## src/rtl/lfsr_color_gen.sv

```systemverilog
// Galois-LFSR colour word generator with a valid/ready output handshake.
// Optional COLOR_GRAYSCALE_EN: one LFSR step fills every channel slot.
module lfsr_color_gen #(
  parameter int              WIDTH    = 8,
  parameter int              CHANNELS = 3,
  parameter logic [WIDTH-1:0] POLY    = WIDTH'(8'hB8),
  parameter logic [WIDTH-1:0] SEED    = WIDTH'(1)
) (
  input  logic                      clk_referencia,
  input  logic                      reset,
  input  logic                      en,
  input  logic                      seed_load,
  input  logic [WIDTH-1:0]          seed_in,
  output logic [CHANNELS*WIDTH-1:0] color_out,
  output logic                      color_valid,
  input  logic                      color_ready
);

  localparam int OW = CHANNELS * WIDTH;

  typedef enum logic {FILL, HOLD} state_t;

  function automatic logic [WIDTH-1:0] nz(
    input logic [WIDTH-1:0] v
  );
    return (v == '0) ? WIDTH'(1) : v;
  endfunction

  function automatic logic [WIDTH-1:0] step(
    input logic [WIDTH-1:0] s
  );
    return nz((s >> 1) ^ (s[0] ? POLY : '0));
  endfunction

  localparam logic [WIDTH-1:0] SEED_NZ =
    (SEED == '0) ? WIDTH'(1) : SEED;

  state_t           state_q, state_d;
  logic [WIDTH-1:0] lfsr_q, lfsr_d;
  logic [WIDTH-1:0] nxt;
  logic [OW-1:0]    out_q, out_d;
  logic             valid_q, valid_d;

`ifndef COLOR_GRAYSCALE_EN
  localparam int CW = (CHANNELS > 1) ? $clog2(CHANNELS) : 1;
  logic [CW-1:0] cnt_q, cnt_d;
  logic [OW-1:0] word_q, word_d;
`endif

  assign nxt         = step(lfsr_q);
  assign color_out   = out_q;
  assign color_valid = valid_q;

  always_comb begin
    state_d = state_q;
    lfsr_d  = lfsr_q;
    out_d   = out_q;
    valid_d = valid_q;
`ifndef COLOR_GRAYSCALE_EN
    cnt_d   = cnt_q;
    word_d  = word_q;
`endif
    if (seed_load) begin
      // restart wins over any pending transfer
      lfsr_d  = nz(seed_in);
      valid_d = 1'b0;
      state_d = FILL;
`ifndef COLOR_GRAYSCALE_EN
      cnt_d   = '0;
      word_d  = '0;
`endif
    end else begin
      unique case (state_q)
        FILL: begin
          if (en) begin
            lfsr_d = nxt;
`ifdef COLOR_GRAYSCALE_EN
            out_d   = {CHANNELS{nxt}};
            valid_d = 1'b1;
            state_d = HOLD;
`else
            word_d[int'(cnt_q)*WIDTH +: WIDTH] = nxt;
            if (cnt_q == CW'(CHANNELS - 1)) begin
              out_d   = word_d;
              valid_d = 1'b1;
              cnt_d   = '0;
              state_d = HOLD;
            end else begin
              cnt_d = cnt_q + 1'b1;
            end
`endif
          end
        end
        HOLD: begin
          if (color_ready) begin
            valid_d = 1'b0;
            state_d = FILL;
          end
        end
        default: state_d = FILL;
      endcase
    end
  end

  always_ff @(posedge clk_referencia) begin
    if (reset) begin
      state_q <= FILL;
      lfsr_q  <= SEED_NZ;
      out_q   <= '0;
      valid_q <= 1'b0;
`ifndef COLOR_GRAYSCALE_EN
      cnt_q   <= '0;
      word_q  <= '0;
`endif
    end else begin
      state_q <= state_d;
      lfsr_q  <= lfsr_d;
      out_q   <= out_d;
      valid_q <= valid_d;
`ifndef COLOR_GRAYSCALE_EN
      cnt_q   <= cnt_d;
      word_q  <= word_d;
`endif
    end
  end

endmodule

```

## config.mk

```make
export PLATFORM = sky130hd
export DESIGN_NAME = lfsr_color_gen
export DESIGN_NICKNAME = d
export VERILOG_FILES = /design/src/rtl/lfsr_color_gen.sv
export SDC_FILE = /design/constraint.sdc
export NUM_CORES = 1
export LEC_CHECK = 0
export BUFFER_PORTS_ARGS = -buffer_cell sky130_fd_sc_hd__buf_2
export CAP_MARGIN = 20
export CORE_ASPECT_RATIO = 1.75
export CORE_UTILIZATION = 56
export CTS_CLUSTER_DIAMETER = 120
export DETAILED_ROUTE_END_ITERATION = 8
export GPL_TIMING_DRIVEN = 0
export PLACE_DENSITY = 0.78
export SYNTH_ARGS = -nofsm -noshare
export SYNTH_HDL_FRONTEND = slang
export SYNTH_SLANG_ARGS = --single-unit
```

## constraint.sdc

```tcl
create_clock -name clk_referencia -period 2.1 [get_ports clk_referencia]
set_input_delay 0.105 -clock clk_referencia [delete_from_list [all_inputs] [get_ports clk_referencia]]
set_output_delay 0.105 -clock clk_referencia [all_outputs]
set_load 0.03 [all_outputs]
```

==> results of run 1 <==
==> kinds of logic (layout without fill, tap and decap cells) <==
family | count (synthesis) | count (layout) | synth area share
AO/OA/AOI/OAI | 82 | 82 | 0.234
XOR/XNOR | 5 | 5 | 0.0170
adder cells (fa/ha/maj) | 6 | 6 | 0.0291
buffers and inverters | 31 | 82 | 0.0509
flip-flops | 60 | 60 | 0.466
multiplexers | 1 | 1 | 0.00388
AND/OR/NAND/NOR | 112 | 112 | 0.199
==> flip-flops by register name (all words and copies together) (netlist names) <==
| name | cells |
|---|---|
| cnt_q | 2 |
| lfsr_q | 8 |
| state_q | 1 |
| color_valid | 1 |
| word_q | 24 |
| color_out | 24 |
==> worst register-to-register path: stages, from the launching register on <==
cell,delay [ns]
dfxtp_2,0.40
inv_1,0.11
ha_1,0.38
or3b_1,0.43
o22ai_1,0.22
nor2_1,0.06
a211oi_1,0.20
==> layout make-up <==
cell class / instances / area, um^2 / share of cell area
clock buffers: 13 / 149 / 0.0494
well taps: 51 / 63.8 / 0.0212
flip-flops and latches: 60 / 1200 / 0.399
clock inverters: 2 / 35.0 / 0.0116
multi-input cells: 206 / 1250 / 0.415
repair buffers: 36 / 180 / 0.0598
inverters: 10 / 37.5 / 0.0125
plain buffers: 21 / 93.8 / 0.0312
==> what timing repair did <==
action / in CTS / in global routing
hold buffers: 0 / 0
buffers inserted: 0 / 0
setup endpoints to repair: 0 / 14
resized for setup: 0 / 2
==> cell usage in the layout (no fill, tap or decap), types with 3 or more instances in the layout <==
cell      netlist  layout
clkbuf_8        0      10
o21ai_0         6       6
inv_1           7       7
a211oi_1       11      11
a21oi_1        19      19
nor2_1         54      53
a221oi_1        7       7
a211o_1         3       3
a21o_1          6       6
clkbuf_1       11      14
nand2_1        24      24
buf_2           9      45
xnor2_1         3       3
nor3_1         21      21
ha_1            6       6
dfxtp_1        60      59
o22ai_1         4       4
a22oi_1        18      18
a221oi_2        6       6
==> metal layers <==
layer,share of wire,wire length (um),vias up
met5,0,0,-
met4,0.029,177,0
met3,0.053,322,17
met2,0.52,3150,83
met1,0.40,2400,1054
li1,-,-,1155
==> power breakdown <==
group          internal (mW)  switching (mW)  leakage, nW  total [mW]
logic                 0.0700           0.141        0.670       0.211
registers               1.16          0.0205        0.487        1.18
clock network          0.573           0.423       0.0935       0.996
total                   1.80           0.585         1.25        2.39
==> final timing paths <==
path / start / end / cells past startpoint
worst max-delay path: cnt_q[0]$_SDFFE_PP0P_ / word_q[5]$_SDFFE_PP0P_ / 6
worst min-delay path: seed_in[1] / lfsr_q[1]$_SDFFE_PP0P_ / 3
worst max register to register: cnt_q[0]$_SDFFE_PP0P_ / word_q[5]$_SDFFE_PP0P_ / 6
worst min register to register: color_valid$_SDFFE_PP0P_ / color_valid$_SDFFE_PP0P_ / 2
==> results.toml, run 1 <==
[timing]
fin_ws_ns = 0.193
holdWs_ns = 0.0204
timing.fmax_mhz = 524
hold_viol_final = 0
setup_viol = 0
fin_crit_sh = 0.908
slew_headroom = 0.629
timing.setup.tns_ns = 0
fin_skew_ns = 0.00999
slew_viol_final = 0
min_period_ns = 1.91
rsz0062_at_grt = "no"
worstMarginPinSlew_ns = 0.556

[synth]
ys_warn_count = 0
synth_edf_count = 0
yosysTopAreaCell = "dfxtp_1"
synth_seq_cells = 60
synth.top_cell.area_share = 0.466
ys.flop_type = "dfxtp_1"
syn_nets = 316
synth_common_cells = "dfxtp_1 (60), nor2_1 (54), nand2_1 (24), nor3_1 (21), a21oi_1 (19)"
ys_seq_area_frac = 0.466
syn_area_mm2 = 0.00258
synth.avg_cell_area_um2 = 8.69
async_flop_share = 0
yosys.cell_types.count = 35
synth.most_common_cell = "dfxtp_1"
synth_area_leaders = "dfxtp_1 (47%), nor2_1 (7.9%), a22oi_1 (5.2%), nor3_1 (4.1%), a21oi_1 (3.7%)"
syn_inst = 297

[worst_setup_path]
cp.buffers_inverters = 1
crit_path_end_kind = "register"
crit_fanout = 9
worst_setup_path_start_kind = "register"
cp_slowest_cell = "or3b_1"
crit_required_ns = 2.35
rrSetupSlack_ns = 0.19
critPathTopFamily = "simple AND/OR/NAND/NOR gates"
cpPeakStageDelay_ns = 0.43
path_class = "register to register"
arrival_ns = 2.16
crit_chain = "inv_1 > ha_1 > or3b_1 > o22ai_1 > nor2_1 > a211oi_1"

[worst_hold_path]
hp-class = "primary input to register"

[layout]
final_util = 0.684
antenna_cells = 0
fin_nets = 363
area_delta_synth_final_pct = 16.7
layoutNonFillerInstCount = 399
final_area_mm2 = 0.00301
layout-drive-gt1-share = 0.204
fillers = 406

[drt]
drc = 0
drt_iter0_drc = 119
first_pass_iters = 4
viasPerCell = 5.79
post_drt_wl_per_cell_um = 15.2
ant_nets = 0
totalWireLength_um = 6050
vias = 2309

[die]
fp-row-count = 32
dieArea_mm2 = 0.00489
core_mm2 = 0.00440
initial_core_util = 0.586
ios = 38
die_x_um = 53.3
die-height_um = 91.8

[global_routing]
antenna_found_initial = 0
grtUsageMet2 = 0.464
grt-busiest-layer = "met2"
gr-total-overflow = 0
met3_usage = 0.0647
grt_max_degree = 11
grt_util_met1 = 0.314
grt_pass1_vias = 2051
gr-usage-all-layers = 0.277
grt_pass1_wl_um = 9690

[clock_network]
tritoncts = "yes"
clk_latency_ns = 0.34
cts_buffers = 9
clkTransAtPathRegs_ns = 0.06
cts_root_buf = "clkbuf_8"
cts.sinks = 60
cts_max_path_buffers = 2
htree_levels = 3

[run_status]
status = "complete, no violations"

[place]
placed_cell_area_mm2 = 0.00282
hpwl_um = 4440
dp_slack_ns = 0.114
io_buffers = 36
dp_cells = 384
finalWeightedCongestion = 0.872

[power_and_ir_drop]
power.density_mw_per_mm2 = 793
ir_worst_vdd_mv = 0.640
power_mw = 2.39
leakage_nw = 1.25

[flow_run]
drv_cap = 0
Power figures use the tool's default switching activity.
==> inputs of run 2 (changes only) <==
- PLACE_DENSITY: 0.78 -> default
- PLACE_DENSITY_LB_ADDON: default -> 0.1
- SLEW_MARGIN: default -> 15
- TNS_END_PERCENT: default -> 1
==> run 2 against run 1 <==
  * Sequential power about the same
  * Design area rose by 2.3%
  * Cell count rose by 0.25%
  * Worst setup slack lost 0.030 ns
  * Die area unchanged
  * First-iteration DRC count shrank 41%
  * Sequential cell count stayed put
  * Global-route usage rose by 2.3 points
  * Largest power group is now the clock network
  * Via count about the same
  * Largest cell class unchanged
  * Clock power increased by 31%
==> results.toml, run 2 (same netlist as run 1, synthesis figures left out) <==
[drt]
ant_nets = 0
met1_length_um = 2570
post_drt_wl_per_cell_um = 15.9
top_layer_used = "met4"
drt_iter0_drc = 70
drc = 0
vias = 2307
first_pass_iters = 5
dr_wl_met2_um = 3360
dr_wl_met3_um = 274
totalWireLength_um = 6380
viasPerCell = 5.77

[place]
io_buffers = 36
dp_slack_ns = 0.107
hpwl_um = 4460
finalWeightedCongestion = 0.892
placed_cell_area_mm2 = 0.00282

[power_and_ir_drop]
leakage_nw = 1.28
ir_worst_vdd_mv = 0.718
power.density_mw_per_mm2 = 875

[timing]
setup_viol = 0
rsz0062_at_grt = "no"
slew_headroom = 0.592
timing.fmax_mhz = 516
min_period_ns = 1.94
hold_viol_final = 0
timing.setup.tns_ns = 0
fin_skew_ns = 0.00620
fin_ws_ns = 0.163
holdWs_ns = 0.0192
slew_viol_final = 0
fin_crit_sh = 0.922
worstMarginPinSlew_ns = 0.608

[worst_setup_path]
rrSetupSlack_ns = 0.16
rr_worst_depth = 6
path_class = "register to register"
worst_setup_path_start_kind = "register"
worstSetupStartpoint = "cnt_q[0]$_SDFFE_PP0P_"
crit_required_ns = 2.36
timing.rr.start = "cnt_q[0]$_SDFFE_PP0P_"
arrival_ns = 2.19
crit_fanout = 9
cp_slowest_cell = "or3b_1"
cp-endpoint = "word_q[4]$_SDFFE_PP0P_"
rr_endpoint = "word_q[4]$_SDFFE_PP0P_"
crit_path_end_kind = "register"
cpPeakStageDelay_ns = 0.44
crit_chain = "inv_1 > ha_1 > or3b_1 > o22ai_1 > nor2_1 > a211oi_1"

[die]
die_x_um = 53.3
fp-row-count = 32
die-height_um = 91.8
initial_core_util = 0.586
dieArea_mm2 = 0.00489
ios = 38
core_mm2 = 0.00440

[layout]
final_cell_mix = "dfxtp_1 (59), nor2_1 (54), buf_2 (45)"
layout-drive-gt1-share = 0.215
fin_nets = 363
area_delta_synth_final_pct = 19.4
antenna_cells = 0
final_area_mm2 = 0.00308
final_common_cell = "dfxtp_1"

[clock_network]
tritoncts = "yes"
clkTransAtPathRegs_ns = 0.07
cts_root_buf = "clkbuf_8"
htree_levels = 3
cts_max_path_buffers = 2
cts.sinks = 60
clk_latency_ns = 0.34
cts_buffers = 9

[global_routing]
grt_pass1_vias = 2255
gr-total-overflow = 0
grt_pass1_wl_um = 10500
gr-usage-all-layers = 0.300
grt_max_degree = 12
antenna_found_initial = 0

[run_status]
status = "complete, no violations"

[flow_run]
drv_cap = 0

[worst_hold_path]
hp-class = "primary input to register"
-- run 2: power by group --
group | internal [mW] | total, mW | switching (mW)
registers | 1.16 | 1.18 | 0.0207
clock network | 0.820 | 1.30 | 0.478
logic | 0.0715 | 0.217 | 0.146
total | 2.05 | 2.70 | 0.645
-- run 2: critical path, delay by kind of cell (launching register included) --
family | cells | cell delay [ns]
flip-flops | 1 | 0.41
buffers and inverters | 1 | 0.12
AO/OA/AOI/OAI | 2 | 0.42
adder cells (fa/ha/maj) | 1 | 0.40
AND/OR/NAND/NOR | 2 | 0.50
-- run 2: repair_timing --
| action | CTS | global route |
|---|---|---|
| resized for setup | 0 | 2 |
| hold buffers | 0 | 0 |
| setup buffers | 0 | 0 |
| setup endpoints to repair | 0 | 14 |
-- run 2: layout make-up --
cell class / instances / area, um^2
clock inverters: 6 / 111
clock buffers: 10 / 138
well taps: 51 / 63.8
multi-input cells: 206 / 1250
fillers: 407 / 1320
plain buffers: 21 / 93.8
flip-flops and latches: 60 / 1200
inverters: 10 / 37.5
repair buffers: 36 / 180
-- run 2: metal layers --
layer / vias to the layer above / track usage
met5: - / 0
met4: 0 / 0.164
met3: 16 / 0.0846
met2: 66 / 0.488
met1: 1068 / 0.335
li1: 1157 / -
-- run 2: worst min path at each step --
stage / startpoint / end / slack (ns) / cells after the start
finish: seed_in[5] / lfsr_q[5]$_SDFFE_PP0P_ / 0.02 / 3
floorplan: seed_in[3] / lfsr_q[3]$_SDFFE_PP0P_ / 0.25 / 2
CTS: seed_in[5] / lfsr_q[5]$_SDFFE_PP0P_ / 0.005 / 3
global route: seed_in[6] / lfsr_q[6]$_SDFFE_PP0P_ / 0.02 / 3
global placement: seed_in[1] / lfsr_q[1]$_SDFFE_PP0P_ / 0.37 / 3
detailed placement: seed_in[5] / lfsr_q[5]$_SDFFE_PP0P_ / 0.37 / 3
-- run 2: stage by stage --
| step | power (mW) | utilization | std cells |
|---|---|---|---|
| CTS | 2.70 | 0.698 | 400 |
| global route | 2.78 | 0.699 | 400 |
| detailed placement | 1.42 | 0.641 | 384 |
| finish | 2.70 | 0.699 | 400 |
| global placement | 1.41 | 0.641 | 384 |
| floorplan | 1.35 | - | 297 |
